## src/rtl/tetris_input_pkg.sv

```systemverilog
// Shared constants and types for the game-pad input front-end.
package tetris_input_pkg;

    localparam int unsigned NUM_BUTTONS = 8;
    localparam int unsigned BTN_IDX_W   = 3;
    localparam int unsigned IRQ_CODE_W  = 4;

    typedef enum logic [BTN_IDX_W-1:0] {
        BTN_LEFT   = 3'd0,
        BTN_RIGHT  = 3'd1,
        BTN_DOWN   = 3'd2,
        BTN_UP     = 3'd3,
        BTN_SELECT = 3'd4,
        BTN_START  = 3'd5,
        BTN_A      = 3'd6,
        BTN_B      = 3'd7
    } btn_idx_e;

    localparam logic [IRQ_CODE_W-1:0] IRQ_NONE   = 4'd0;
    localparam logic [IRQ_CODE_W-1:0] IRQ_LEFT   = 4'd1;
    localparam logic [IRQ_CODE_W-1:0] IRQ_RIGHT  = 4'd2;
    localparam logic [IRQ_CODE_W-1:0] IRQ_DOWN   = 4'd3;
    localparam logic [IRQ_CODE_W-1:0] IRQ_UP     = 4'd4;
    localparam logic [IRQ_CODE_W-1:0] IRQ_SELECT = 4'd5;
    localparam logic [IRQ_CODE_W-1:0] IRQ_START  = 4'd6;
    localparam logic [IRQ_CODE_W-1:0] IRQ_A      = 4'd7;
    localparam logic [IRQ_CODE_W-1:0] IRQ_B      = 4'd8;

    // Event codes are the button index plus one; zero means "nothing".
    function automatic logic [IRQ_CODE_W-1:0] idx_to_code(input logic [BTN_IDX_W-1:0] idx);
        return IRQ_CODE_W'(idx) + IRQ_CODE_W'(1);
    endfunction

endpackage

```

## src/rtl/input_debouncer.sv

```systemverilog
// Two-flop synchroniser plus debounce counter for one raw button level.
// rise is combinational and coincides with the edge on which stable goes 0->1.
module input_debouncer #(
    parameter int unsigned DEBOUNCE_CYCLES = 4
) (
    input  logic clk,
    input  logic rst,
    input  logic raw,
    output logic stable,
    output logic rise
);

    localparam int unsigned CntW = (DEBOUNCE_CYCLES > 1) ? $clog2(DEBOUNCE_CYCLES) : 1;
    localparam logic [CntW-1:0] CntLast = CntW'(DEBOUNCE_CYCLES - 1);

    logic            sync1_q, sync2_q;
    logic            stable_q, stable_d;
    logic [CntW-1:0] cnt_q, cnt_d;
    logic            flip;

    // Count consecutive disagreeing samples; flip the stable level on the last one.
    always_comb begin
        flip     = (sync2_q != stable_q) && (cnt_q == CntLast);
        stable_d = stable_q ^ flip;
        if ((sync2_q == stable_q) || flip) begin
            cnt_d = '0;
        end else begin
            cnt_d = cnt_q + CntW'(1);
        end
    end

    // Synchroniser, stable level and counter registers.
    always_ff @(posedge clk) begin
        if (rst) begin
            sync1_q  <= 1'b0;
            sync2_q  <= 1'b0;
            stable_q <= 1'b0;
            cnt_q    <= '0;
        end else begin
            sync1_q  <= raw;
            sync2_q  <= sync1_q;
            stable_q <= stable_d;
            cnt_q    <= cnt_d;
        end
    end

    assign stable = stable_q;
    assign rise   = flip & ~stable_q;

endmodule

```

## src/rtl/input_event_scheduler.sv

```systemverilog
// Game-pad front-end: debounces eight buttons, latches presses as pending events and
// hands them to the CPU one at a time through a round-robin valid/ack channel.
// Optional build macro INPUT_AUTOREPEAT_EN adds auto-repeat on left/right/down.
module input_event_scheduler
    import tetris_input_pkg::*;
#(
    parameter int unsigned DEBOUNCE_CYCLES = 4,
    parameter int unsigned REPEAT_DELAY    = 16,
    parameter int unsigned REPEAT_PERIOD   = 8
) (
    input  logic                   clk,
    input  logic                   rst,
    input  logic                   left,
    input  logic                   right,
    input  logic                   down,
    input  logic                   up,
    input  logic                   select,
    input  logic                   start,
    input  logic                   a,
    input  logic                   b,
    input  logic                   irq_ack,
    output logic                   irq_valid,
    output logic [IRQ_CODE_W-1:0]  irq_code,
    output logic [NUM_BUTTONS-1:0] btn_state,
    output logic                   irq_overrun
);

    logic [NUM_BUTTONS-1:0] raw_vec, stable_vec, rise_vec, rep_fire, set_vec;
    logic [NUM_BUTTONS-1:0] pending_q, pending_d, clr_vec, cand;
    logic [BTN_IDX_W-1:0]   last_grant_q, last_grant_d, ack_idx, win_idx, idx;
    logic [IRQ_CODE_W-1:0]  irq_code_q, irq_code_d;
    logic                   irq_valid_q, irq_valid_d, overrun_q, overrun_d;
    logic                   ack_fire, found;

    assign raw_vec = {b, a, start, select, up, down, right, left};

    for (genvar gi = 0; gi < NUM_BUTTONS; gi++) begin : g_deb
        input_debouncer #(
            .DEBOUNCE_CYCLES(DEBOUNCE_CYCLES)
        ) u_deb (
            .clk   (clk),
            .rst   (rst),
            .raw   (raw_vec[gi]),
            .stable(stable_vec[gi]),
            .rise  (rise_vec[gi])
        );
    end

`ifdef INPUT_AUTOREPEAT_EN
    localparam int unsigned NumRep = 32'(BTN_DOWN) + 1;
    localparam int unsigned RepMax = (REPEAT_DELAY > REPEAT_PERIOD) ? REPEAT_DELAY
                                                                     : REPEAT_PERIOD;
    localparam int unsigned RepW   = (RepMax > 1) ? $clog2(RepMax) : 1;

    logic [RepW-1:0] rep_cnt_q [NumRep];
    logic [RepW-1:0] rep_cnt_d [NumRep];

    // Down-counters: loaded on press, fire at zero and reload with the period.
    always_comb begin
        rep_fire = '0;
        for (int unsigned i = 0; i < NumRep; i++) begin
            rep_cnt_d[i] = rep_cnt_q[i];
            if (rise_vec[i]) begin
                rep_cnt_d[i] = RepW'(REPEAT_DELAY - 1);
            end else if (stable_vec[i]) begin
                if (rep_cnt_q[i] == '0) begin
                    rep_fire[i]  = 1'b1;
                    rep_cnt_d[i] = RepW'(REPEAT_PERIOD - 1);
                end else begin
                    rep_cnt_d[i] = rep_cnt_q[i] - RepW'(1);
                end
            end else begin
                rep_cnt_d[i] = '0;
            end
        end
    end

    // Repeat counter registers.
    always_ff @(posedge clk) begin
        for (int unsigned i = 0; i < NumRep; i++) begin
            if (rst) begin
                rep_cnt_q[i] <= '0;
            end else begin
                rep_cnt_q[i] <= rep_cnt_d[i];
            end
        end
    end
`else
    assign rep_fire = '0;
`endif

    // Pending set/clear, overrun detection and round-robin selection.
    always_comb begin
        ack_fire     = irq_valid_q & irq_ack;
        ack_idx      = irq_code_q[BTN_IDX_W-1:0] - BTN_IDX_W'(1);
        clr_vec      = ack_fire ? (NUM_BUTTONS'(1) << ack_idx) : '0;
        set_vec      = rise_vec | rep_fire;
        // A set landing on the bit being acked is a fresh event, not an overrun.
        overrun_d    = |(set_vec & pending_q & ~clr_vec);
        pending_d    = (pending_q & ~clr_vec) | set_vec;
        cand         = pending_q & ~clr_vec;
        found        = 1'b0;
        win_idx      = last_grant_q;
        idx          = '0;
        for (int unsigned off = 1; off <= NUM_BUTTONS; off++) begin
            idx = last_grant_q + BTN_IDX_W'(off);
            if (!found && cand[idx]) begin
                found   = 1'b1;
                win_idx = idx;
            end
        end
        irq_valid_d  = irq_valid_q;
        irq_code_d   = irq_code_q;
        last_grant_d = last_grant_q;
        if (!irq_valid_q || ack_fire) begin
            if (found) begin
                irq_valid_d  = 1'b1;
                irq_code_d   = idx_to_code(win_idx);
                last_grant_d = win_idx;
            end else begin
                irq_valid_d  = 1'b0;
                irq_code_d   = IRQ_NONE;
            end
        end
    end

    // Arbiter and pending state registers.
    always_ff @(posedge clk) begin
        if (rst) begin
            pending_q    <= '0;
            last_grant_q <= BTN_B;
            irq_valid_q  <= 1'b0;
            irq_code_q   <= IRQ_NONE;
            overrun_q    <= 1'b0;
        end else begin
            pending_q    <= pending_d;
            last_grant_q <= last_grant_d;
            irq_valid_q  <= irq_valid_d;
            irq_code_q   <= irq_code_d;
            overrun_q    <= overrun_d;
        end
    end

    assign irq_valid   = irq_valid_q;
    assign irq_code    = irq_code_q;
    assign btn_state   = stable_vec;
    assign irq_overrun = overrun_q;

endmodule

```

## config.mk

```make
export PLATFORM = sky130hd
export DESIGN_NAME = input_event_scheduler
export DESIGN_NICKNAME = d
export VERILOG_FILES = /design/src/rtl/tetris_input_pkg.sv /design/src/rtl/input_debouncer.sv /design/src/rtl/input_event_scheduler.sv
export SDC_FILE = /design/constraint.sdc
export NUM_CORES = 1
export LEC_CHECK = 0
export ABC_CLOCK_PERIOD_IN_PS = 5700
export BUFFER_PORTS_ARGS = -buffer_cell sky130_fd_sc_hd__buf_4
export CORE_ASPECT_RATIO = 2
export CORE_MARGIN = 2
export CORE_UTILIZATION = 60
export CTS_CLUSTER_SIZE = 14
export DETAILED_ROUTE_END_ITERATION = 8
export MAX_ROUTING_LAYER = met4
export PLACE_DENSITY = 0.9
export SLEW_MARGIN = 20
export SYNTH_ARGS = -nofsm -noshare
export SYNTH_HDL_FRONTEND = slang
export SYNTH_HIERARCHICAL = 1
export SYNTH_SLANG_ARGS = --single-unit
```

## constraint.sdc

```tcl
create_clock -name clk -period 5.7 [get_ports clk]
set_clock_uncertainty 0.1 [all_clocks]
set_input_delay 0.285 -clock clk [delete_from_list [all_inputs] [get_ports clk]]
set_output_delay 0.285 -clock clk [all_outputs]
set_load 0.1 [all_outputs]
```

==> metrics, run 1 <==
Final Cycle Share=0.8396; min Tclk post-route=4786 ps; Site Rows=38; Setup violations, final=0; asr flop ratio synth=0; final setup TNS=0 ps; Worst setup SP type=flop; Final Max Slew Viols=0; slew margin rel.=0.3823; first-pass GRT wire length=14860 um; final instance area=0.003710 sq mm; post-synth cell types=63; crit path DAT=4900 ps; DIE HEIGHT=108.6 um; Synth area leaders=dfxtp_1, mux4_2, nor2_1; share of the synthesized area in the top cell type=0.3474; status=finished clean; power density over cell area=521.5 mW/mm^2; worst vdd ir=0.5165 mV; Critical Path RT=5810 ps; Chip Width=56.32 um; drt drc=0; register area share after synthesis=0.3474; mean post-synth cell area=9.149 sq um; RSZ-0062 raised after global routing=false; DRT iter0 DRCs=187; Leak=0.001383 uW; CP Capture Type=flop; Antenna Diode Count=0; Flop pwr share=0.246; GRT overflow=0; Area Growth Syn to Fin=12.95%; internal power=1064 uW; Power, Total=1935 uW; mapped cell area=0.003284 sq mm; Hold Path Class=in -> reg; switching power=870.8 uW; routed len/inst=20.48 um; most frequent cells in the layout=dfxtp_1, nor2_1, nand2_1, buf_4, nor2b_1; CTS tree=yes; ANT nets after route=0; cts hold-fix bufs=0; DR vias/cell=6.648; Initial Utilization=0.6113; CTS Buf Count=9; max cap viols=0; routed wire length=9197 um; Worst-Skew Late Latency=330 ps; initial antenna violation count=0; post-CTS setup buffer count=0; Layout fillers=397; H-tree depth=3; Max clock buf depth=2; Resize count post-CTS=0; flops & latches, synth=57; Worst Path Max Fanout=20; Sw Ratio=0.4501; most common cell after layout, fill and taps aside=dfxtp_1; root buf cell=clkbuf_8; I/O pins=25; Clk pin slew, worst setup/hold paths=60 ps; Yosys warnings=6; Placer Congestion=0.9485; drt first pass iters=5; Synth area leader=dfxtp_1; syn nets=381; Core ar.=0.005373 sq mm; Final Net Count=407; Final Hold Fails=0; gr usage total=0.3300; clock sink count=57; Post-synth EDFFs=0; vias in the first global route=3092; largest net degree at the start of global routing=56; Comb pwr share=0.550; share of layout cells above drive strength 1=0.1851; IO buf count=24; hpwl dp=6519 um; Syn Inst Count=359; Setup Crit Path Kind=reg -> reg; Post-synth top flop=dfxtp_1; dpl cell area=0.003496 sq mm; FMAX=208.9 MHz; worst-margin pin slew=923.4 ps; clock power share=0.204; vias=2985; die area=0.006118 sq mm
[per-stage QoR]
stage / cells / util / setup slack [ps] / hold WS (ps)
after floorplan: 359 / - / 1720 / 254.1
after global placement: 434 / 0.6507 / 1211 / 314.8
after detailed placement: 434 / 0.6507 / 1011 / 322.1
after CTS: 449 / 0.6905 / 993.2 / 56.66
after global routing: 449 / 0.6905 / 631.4 / 56.23
final: 449 / 0.6905 / 914.0 / 64.15
[layer usage]
| layer | vias up | part of all wire | global-route usage |
|---|---|---|---|
| met5 | - | 0 | - |
| met4 | 0 | 0.052 | 0.2313 |
| met3 | 40 | 0.040 | 0.04745 |
| met2 | 132 | 0.56 | 0.5983 |
| met1 | 1421 | 0.35 | 0.3125 |
| li1 | 1392 | - | - |
[worst max-delay path: stages (launching register included)]
cell and delay, ps:
dfxtp_1 760, inv_2 250, ha_1 690, clkinv_1 440, a211oi_1 300, a2bb2oi_1 190
a21oi_2 210, or3b_1 360, a21oi_1 150, a311oi_1 70, a211oi_2 330, ha_1 240
nor3_1 70, and3_1 220, a311o_1 290
[power by group through the flow]
stage	combinational [uW]	clock, uW	sequential, uW
2_1_floorplan	753	0	555
3_3_place_gp	1010	0	482
3_5_place_dp	1030	0	484
4_1_cts	1040	399	476
5_1_grt	1140	415	482
6_report	1060	394	477
[cells by family (layout without fill, tap and decap cells)]
| family | Yosys count | in the layout | share of synthesized area |
|---|---|---|---|
| AOI/OAI and AO/OA | 95 | 95 | 0.2084 |
| and+or+nand+nor | 148 | 148 | 0.2537 |
| muxes | 17 | 17 | 0.08838 |
| adders and majority gates | 11 | 11 | 0.04190 |
| xor gates and xnor gates | 12 | 12 | 0.03200 |
| buffers and inverters | 19 | 49 | 0.02818 |
| DFF | 57 | 57 | 0.3474 |
[path summary, 6_finish.rpt]
check / slack, ps / start / cells after the start / to
setup / recovery: 910 / last_grant_q[1] / 14 / irq_code[2]
hold / removal: 60 / left / 2 / g_deb[0].u_deb/sync1_q
setup reg to reg: 910 / last_grant_q[1] / 14 / irq_code[2]
hold reg to reg: 330 / g_deb[1].u_deb/cnt_q[0] / 1 / g_deb[1].u_deb/cnt_q[0]
[Yosys cell counts, types with 3 or more instances]
| cell type | count |
|---|---|
| dfxtp_1 | 57 |
| nor2_1 | 42 |
| nand2_1 | 29 |
| nor2b_1 | 21 |
| a21oi_1 | 20 |
| o21ai_0 | 13 |
| nand2b_1 | 12 |
| ha_1 | 11 |
| o211ai_1 | 11 |
| xnor2_1 | 10 |
| a22oi_1 | 8 |
| nor4_1 | 8 |
| nor4b_2 | 8 |
| mux2i_1 | 7 |
| mux4_2 | 7 |
| o21a_1 | 6 |
| buf_2 | 5 |
| nand3_1 | 5 |
| a311oi_1 | 4 |
| and2_1 | 4 |
| clkbuf_1 | 4 |
| inv_1 | 4 |
| o21ai_1 | 4 |
| o32a_1 | 3 |
| or2_1 | 3 |
[area by class of cell]
| cell class | count | area, sq um | area share |
|---|---|---|---|
| well taps | 60 | 75.07 | 0.02024 |
| multi-input cells | 283 | 2051 | 0.5528 |
| repair buffers | 27 | 202.7 | 0.05464 |
| inverters | 7 | 26.28 | 0.007083 |
| clock inverters | 2 | 35.03 | 0.009444 |
| clock buffers | 13 | 178.9 | 0.04823 |
| flip-flops and latches | 57 | 1141 | 0.3076 |
No activity file was read; power rests on OpenSTA's default activity.
==> run 2: changes to the inputs <==
--- a/config.mk
+++ b/config.mk
@@ -5,7 +5,8 @@
 export SDC_FILE = /design/constraint.sdc
 export NUM_CORES = 1
 export LEC_CHECK = 0
-export ABC_CLOCK_PERIOD_IN_PS = 5700
+export ABC_AREA = 1
+export ABC_CLOCK_PERIOD_IN_PS = 4900
 export BUFFER_PORTS_ARGS = -buffer_cell sky130_fd_sc_hd__buf_4
 export CORE_ASPECT_RATIO = 2
 export CORE_MARGIN = 2
==> constraint.sdc (replaced) <==
create_clock -name clk -period 4.9 [get_ports clk]
set_clock_uncertainty 0.1 [all_clocks]
set_input_delay 0.245 -clock clk [delete_from_list [all_inputs] [get_ports clk]]
set_output_delay 0.245 -clock clk [all_outputs]
set_load 0.1 [all_outputs]
==> run 2 against run 1 <==
Sequential power increased by 21%. Wire length decreased by 18%. Clock power increased by 6.1%. Non-clock buffer count decreased by 3. Sequential share of layout area decreased by 0.10 points. Total power grew 22%. Synthesized cell count rose by 27%. Global-route usage down 5.8 points. Largest power group unchanged.
==> metrics, run 2 <==
ANT nets after route=0 (unchanged); I/O pins=25 (unchanged); hold-critical path depth=3 (+1); Sw Ratio=0.4935 (+0.04346); switching power=1169 uW (+34%); Setup violations, final=0 (unchanged); DRT iter0 DRCs=92 (-51%); status=finished clean; Clk pin slew, worst setup/hold paths=60 ps (about the same); vias in the first global route=3023 (-2.2%); post-synth cell types=37 (-41%); Post-Synth Simple-Gate Area=0.4313 (+0.1775); Antenna Diode Count=0 (unchanged); GRT overflow=0 (unchanged); Cell Count, Final, Fillers Out=548 (+22%); Compound-Gate Fraction of Synth Area=0.07382 (-0.1346); Met2 Routed Length=4349 um (-15%); worst-margin pin slew=616.6 ps (-306.8 ps); DIE HEIGHT=109.2 um (+0.55%); Setup Crit Path Kind=reg -> reg; final instance area=0.003722 sq mm (+0.34%); FMAX=275.4 MHz (+32%); internal power=1199 uW (+13%); highest routed layer=met4; crit path cell chain=inv_2, ha_1, clkinv_1, nand3_2, nand2_2, nor2_1, nor2_4, nand3b_4, nand3_1, nand3_2, a21oi_4, ha_1, nand3_1, nand3_1, a21oi_1; Final Cycle Share=0.7409 (-0.09871); Post-synth top cells=nand2_1, inv_1, dfxtp_1; Inst Count DP=532 (+23%); crit path DAT=3720 ps (-1180 ps); Worst setup SP type=flop; r2r setup slk=1270 ps (+360 ps); Final Hold Fails=0 (unchanged); Final Net Count=505 (+24%); Max clock buf depth=2 (unchanged); Worst Hold Launch=left; initial antenna violation count=0 (unchanged); Worst path top cell family by delay=simple AND/OR/NAND/NOR gates; Yosys warnings=6 (unchanged); Hold Path Class=in -> reg; Area Growth Syn to Fin=12.05%; Worst-Skew Late Latency=330 ps (about the same); top-count cell post-synth=nand2_1; Hold Path End=g_deb[0].u_deb/sync1_q; mapped cell area=0.003322 sq mm (+1.1%); largest family of logic cells by synthesized area=simple AND/OR/NAND/NOR gates; Syn Inst Count=456 (+27%); drt drc=0 (unchanged); Flop pwr share=0.243 (-0.003); Resize count post-CTS=0 (unchanged); mean post-synth cell area=7.285 sq um (-20%); Core ar.=0.005373 sq mm (unchanged); H-tree depth=3 (unchanged); DR vias/cell=5.460 (-18%); clock sink count=57 (unchanged); RR Startpoint=last_grant_q[0]; Chip Width=56.62 um (+0.53%); most common cell after layout, fill and taps aside=nand2_1; reg2reg end=irq_code[2]; cts hold-fix bufs=0 (unchanged); hpwl dp=5848 um (-10%); drt first pass iters=5 (unchanged); asr flop ratio synth=0 (unchanged); post-synthesis adder-cell area fraction=0.04143 (-0.0004735); Site Rows=38 (unchanged); min Tclk post-route=3631 ps (-1155 ps); mux cell area share after synthesis=0 (-0.08838); CP Capture Type=flop; routed wire length=7518 um (-18%); Power, Total=2368 uW (+22%); vias=2992 (+0.23%); Initial Utilization=0.6183 (+0.006986); dpl cell area=0.003533 sq mm (+1.1%); most frequent cells in the layout=nand2_1, inv_1, dfxtp_1, nor2_1, nand3_1; power density over cell area=636.1 mW/mm^2 (+22%); first-pass GRT wire length=12660 um (-15%); post-CTS setup buffer count=0 (unchanged); slew margin rel.=0.5884 (+0.2061); register area share after synthesis=0.3435 (-0.003926); Comb pwr share=0.581 (+0.031); Final WS setup=1269 ps (+355.4 ps); max incr delay on CP=710 ps (-50 ps); Post-synth top flop=dfxtp_1; max cap viols=0 (unchanged); CP max stage cell=dfxtp_1; post-route met1 wirelength=2568 um (-20%); clock power share=0.176 (-0.028); die area=0.006184 sq mm (+1.1%); gr usage total=0.2720 (-0.05806); syn nets=478 (+25%); Synth area leaders=dfxtp_1, nand2_1, nand3_2; Post-synth EDFFs=0 (unchanged); largest net degree at the start of global routing=49 (-13%); share of the synthesized area in the top cell type=0.3435 (-0.003926); post-synthesis xor/xnor area fraction=0.007910 (-0.02409); Leak=0.001777 uW (+28%); Most common cell on crit path=nand3_1; root buf cell=clkbuf_8; DP Worst Slack=1285 ps (+274.0 ps); Critical Path RT=4990 ps (-820 ps); final setup TNS=0 ps (unchanged); CTS Buf Count=9 (unchanged); Worst Path Max Fanout=16 (-20%); reg2reg path depth=15 (+1); CP bufs+invs=2 (unchanged); RSZ-0062 raised after global routing=false; Met3 Wirelength=199 um (-45%); IO buf count=24 (unchanged); Placer Congestion=0.9289 (-2.1%); Final Max Slew Viols=0 (unchanged); share of layout cells above drive strength 1=0.2602 (+0.07516); CTS tree=yes; worst vdd ir=0.5326 mV (+3.1%); flops & latches, synth=57 (unchanged); routed len/inst=13.72 um (-33%); Synth area leader=dfxtp_1
run 2: cell types whose count changed in the layout (fill, tap and decap cells not counted), moves of 18 or more:
cell / previous run / this run
inv_1: 4 / 61
nand2_2: 0 / 18
nand3_1: 5 / 48
nand2_1: 29 / 85
nand3_2: 2 / 29
nor2b_1: 21 / 0
run 2: final cells by class:
type                       count  area (sq um)
clock buffer                  13         148.9
clock inverter                 3         40.04
fill                         445          1650
inverter                      78         295.3
multi-input combinational    313          1842
sequential                    57          1141
tap                           60         75.07
timing repair buffer          24         180.2
run 2: logic make-up after synthesis:
group / Yosys count
and+or+nand+nor: 259
buffers and inverters: 86
DFF: 57
AOI/OAI and AO/OA: 40
adders and majority gates: 11
xor gates and xnor gates: 3
run 2: worst max path at each step:
stage,from,depth (start not counted),end
3_5_place_dp,last_grant_q[0],15,irq_code[2]
2_1_floorplan,irq_valid,18,irq_code[2]
3_3_place_gp,last_grant_q[0],15,irq_code[2]
4_1_cts,last_grant_q[0],15,irq_code[2]
6_report,last_grant_q[0],15,irq_code[2]
5_1_grt,last_grant_q[0],18,irq_code[2]
run 2: power by group through the flow:
stage | combinational, uW | clock [uW] | sequential, uW
after floorplan | 1080 | 0 | 626
after global placement | 1360 | 0 | 581
after detailed placement | 1370 | 0 | 583
after CTS | 1380 | 426 | 573
after global routing | 1530 | 447 | 580
final | 1370 | 418 | 576
run 2: per-layer routing:
metal	track usage	vias to the layer above
li1	-	1494
met1	0.2324	1386
met2	0.5166	76
met3	0.03915	36
met4	0.1956	0
met5	-	-
run 2: worst reg2reg max path, cell delays in order (launching register included):
cell and delay [ps]:
dfxtp_1 710, inv_2 290, ha_1 490, clkinv_1 340
nand3_2 200, nand2_2 70, nor2_1 250, nor2_4 120
nand3b_4 170, nand3_1 110, nand3_2 90, a21oi_4 150
ha_1 180, nand3_1 80, nand3_1 90, a21oi_1 60
run 2: through the flow:
stage          hold slack (ps)  utilization
6_report                 19.40       0.6928
5_1_grt                  11.19       0.6928
4_1_cts                  8.799       0.6928
3_5_place_dp             297.8       0.6577
3_3_place_gp             290.2       0.6577
2_1_floorplan            216.2            -
==> run 3: changes to the inputs <==
--- a/config.mk
+++ b/config.mk
@@ -5,8 +5,8 @@
 export SDC_FILE = /design/constraint.sdc
 export NUM_CORES = 1
 export LEC_CHECK = 0
-export ABC_AREA = 1
-export ABC_CLOCK_PERIOD_IN_PS = 4900
+export ABC_AREA = 0
+export ABC_CLOCK_PERIOD_IN_PS = 3450
 export BUFFER_PORTS_ARGS = -buffer_cell sky130_fd_sc_hd__buf_4
 export CORE_ASPECT_RATIO = 2
 export CORE_MARGIN = 2
==> constraint.sdc (replaced) <==
create_clock -name clk -period 3.45 [get_ports clk]
set_clock_uncertainty 0.1 [all_clocks]
set_input_delay 0.1725 -clock clk [delete_from_list [all_inputs] [get_ports clk]]
set_output_delay 0.1725 -clock clk [all_outputs]
set_load 0.1 [all_outputs]
==> run 3 against run 2 <==
The flow now finishes with violations (setup timing). Register-to-register slack got worse by 1300 ps. First-iteration DRC count increased to 3.3 times the previous value. Flip-flop and latch count unchanged. Sequential share of layout area decreased by 3.5 points. Core utilization increased by 10 points. Design area increased by 14%. Fmax increased by 3.6%. Critical path type unchanged. Highest routed layer unchanged.
==> metrics, run 3 (synthesis gave the netlist of run 1 again) <==
Worst Hold Launch=irq_ack; power density over cell area=913.1 mW/mm^2 (+44%); area used by multi-input combinational logic=0.002187 sq mm (+19%); DP Worst Slack=-119.7 ps (-1405 ps); most common cell after layout, fill and taps aside=buf_4; Initial Utilization=0.6113 (-0.006986); first-pass GRT wire length=18230 um (+44%); Leak=0.001644 uW (-7.5%); Hold Path End=irq_valid; failing checks=setup timing; crit path DAT=3610 ps (-110 ps); vias in the first global route=3538 (+17%); Setup violations, final=1 (+1); Final Cycle Share=1.016 (+0.2746); reg2reg path depth=14 (-1); gr usage total=0.4091 (+0.1372); min Tclk post-route=3504 ps (-126.8 ps); Worst Path Max Fanout=7 (-9); Area Growth Syn to Fin=29.68%; die area=0.006118 sq mm (-1.1%); routed wire length=12200 um (+62%); slew margin rel.=0.5940 (+0.005572); Critical Path RT=3560 ps (-1430 ps); Antenna Diode Count=0 (unchanged); Layout fillers=291 (-35%); Final Max Slew Viols=0 (unchanged); root buf cell=clkbuf_8; IO buf count=24 (unchanged); DRT iter0 DRCs=299 (+230%); worst vdd ir=0.9335 mV (+75%); Site Rows=38 (unchanged); hold-critical path depth=3 (unchanged); Final Net Count=463 (-8.3%); largest net degree at the start of global routing=56 (+14%); register area=0.001159 sq mm (+1.5%); Fin Hold WS=190.9 ps (+171.5 ps); vias=3546 (+19%); Core ar.=0.005373 sq mm (unchanged); ANT nets after route=0 (unchanged); drt drc=0 (unchanged); GRT overflow=0 (unchanged); RR Startpoint=irq_code[2]; Worst-Skew Late Latency=330 ps (about the same); Max clock buf depth=2 (unchanged); FMAX=285.4 MHz (+3.6%); Worst setup SP type=flop; r2r setup slk=-50 ps (-1320 ps); CTS tree=yes; Placer Congestion=1.069 (+15%); Cell Count, Final, Fillers Out=505 (-7.8%); Clk pin slew, worst setup/hold paths=60 ps (about the same); most frequent cells in the layout=buf_4, dfxtp_1, nor2_1, nand2_1, nor2b_1; RSZ-0062 raised after global routing=true; I/O pins=25 (unchanged); CTS Buf Count=9 (unchanged); Final WS setup=-53.73 ps (-1323 ps); status=finished with violations; Setup Crit Path Kind=reg -> reg; drt first pass iters=9 (+4); routed len/inst=24.15 um (+76%); Hold Path Class=in -> reg; share of layout cells above drive strength 1=0.3281 (+0.06784); clock sink count=57 (unchanged); CP Capture Type=flop; DIE HEIGHT=108.6 um (-0.55%); Chip Width=56.32 um (-0.53%); hpwl dp=7899 um (+35%); Inst Count DP=477 (-10%); H-tree depth=3 (unchanged); max cap viols=0 (unchanged); DR vias/cell=7.022 (+29%); Final Hold Fails=0 (unchanged); worst-margin pin slew=609.0 ps (-7.514 ps); reg2reg end=irq_code[2]; initial antenna violation count=0 (unchanged)
==> run 3: cell count changes in the layout (fill, tap and decap cells not counted), sizes merged, moves of 9 or more <==
cell	before	now
nor2b	0	21
nand3	78	7
o211ai	1	11
inv	77	6
nor2	69	42
mux2i	0	9
nand2	105	29
nand2b	0	12
buf	24	75
==> run 3: where the power goes <==
group	internal, uW	switching, uW	leakage (uW)
registers	726	67.2	0.000467
clock network	276	236	0.0000805
logic	1140	1440	0.00110
==> run 3: per-layer routing <==
layer  GRT usage  share of wire  up-vias
met3     0.06524          0.071      102
met2      0.7319           0.52      268
li1            -              -     1500
met1      0.3904           0.33     1676
met5           -              0        -
met4      0.2908          0.082        0
==> run 3: worst max path at each step <==
stage	startpoint	depth (start not counted)	to	slack, ps
6_report	irq_code[2]	14	irq_code[2]	-50
5_1_grt	last_grant_q[0]	14	irq_code[2]	-110
4_1_cts	irq_code[2]	13	irq_code[2]	4
3_5_place_dp	last_grant_q[0]	13	irq_code[2]	-120
3_3_place_gp	last_grant_q[0]	13	irq_code[2]	-90
2_1_floorplan	last_grant_q[0]	15	irq_code[2]	0.7
==> run 3: area by class of cell <==
| cell class | count | area share |
|---|---|---|
| inverter | 7 | 0.007051 |
| multi-input combinational | 283 | 0.5135 |
| tap | 60 | 0.01763 |
| timing repair buffer | 83 | 0.1528 |
| clock buffer | 14 | 0.03584 |
| clock inverter | 1 | 0.001175 |
| sequential | 57 | 0.2720 |
==> run 3: worst max-delay path, cell delays in order (launching register included) <==
cell      delay (ps)
dfxtp_4          340
nand3b_1         200
buf_6            170
o21a_1           270
mux2i_1          350
a22oi_2          160
and2_4           190
or3b_1           360
a21oi_2          160
a311oi_2          70
a211oi_2         280
ha_2             240
nor3_2            50
and3_1           160
a311o_1          270
==> run 3: per-stage QoR <==
| stage | util | power (uW) | setup TNS (ps) | instance area, sq um |
|---|---|---|---|---|
| after floorplan | - | 2174 | 0 | 3301 |
| after global placement | 0.7136 | 2890 | -88.30 | 3834 |
| final | 0.7927 | 3889 | -53.73 | 4259 |
| after detailed placement | 0.7136 | 2941 | -119.7 | 3834 |
| after global routing | 0.7927 | 4032 | -106.8 | 4259 |
| after CTS | 0.7694 | 3567 | 0 | 4134 |
==> run 3: timing repair <==
| item | 4_1_cts | 5_1_grt |
|---|---|---|
| hold buffers | 8 | 0 |
| cloned | 0 | 0 |
| setup buffers | 2 | 3 |
| hold endpoints to repair | 8 | 0 |
| resized for setup | 13 | 22 |
| pin swaps | 5 | 10 |
| endpoints found under the setup margin | 2 | 3 |
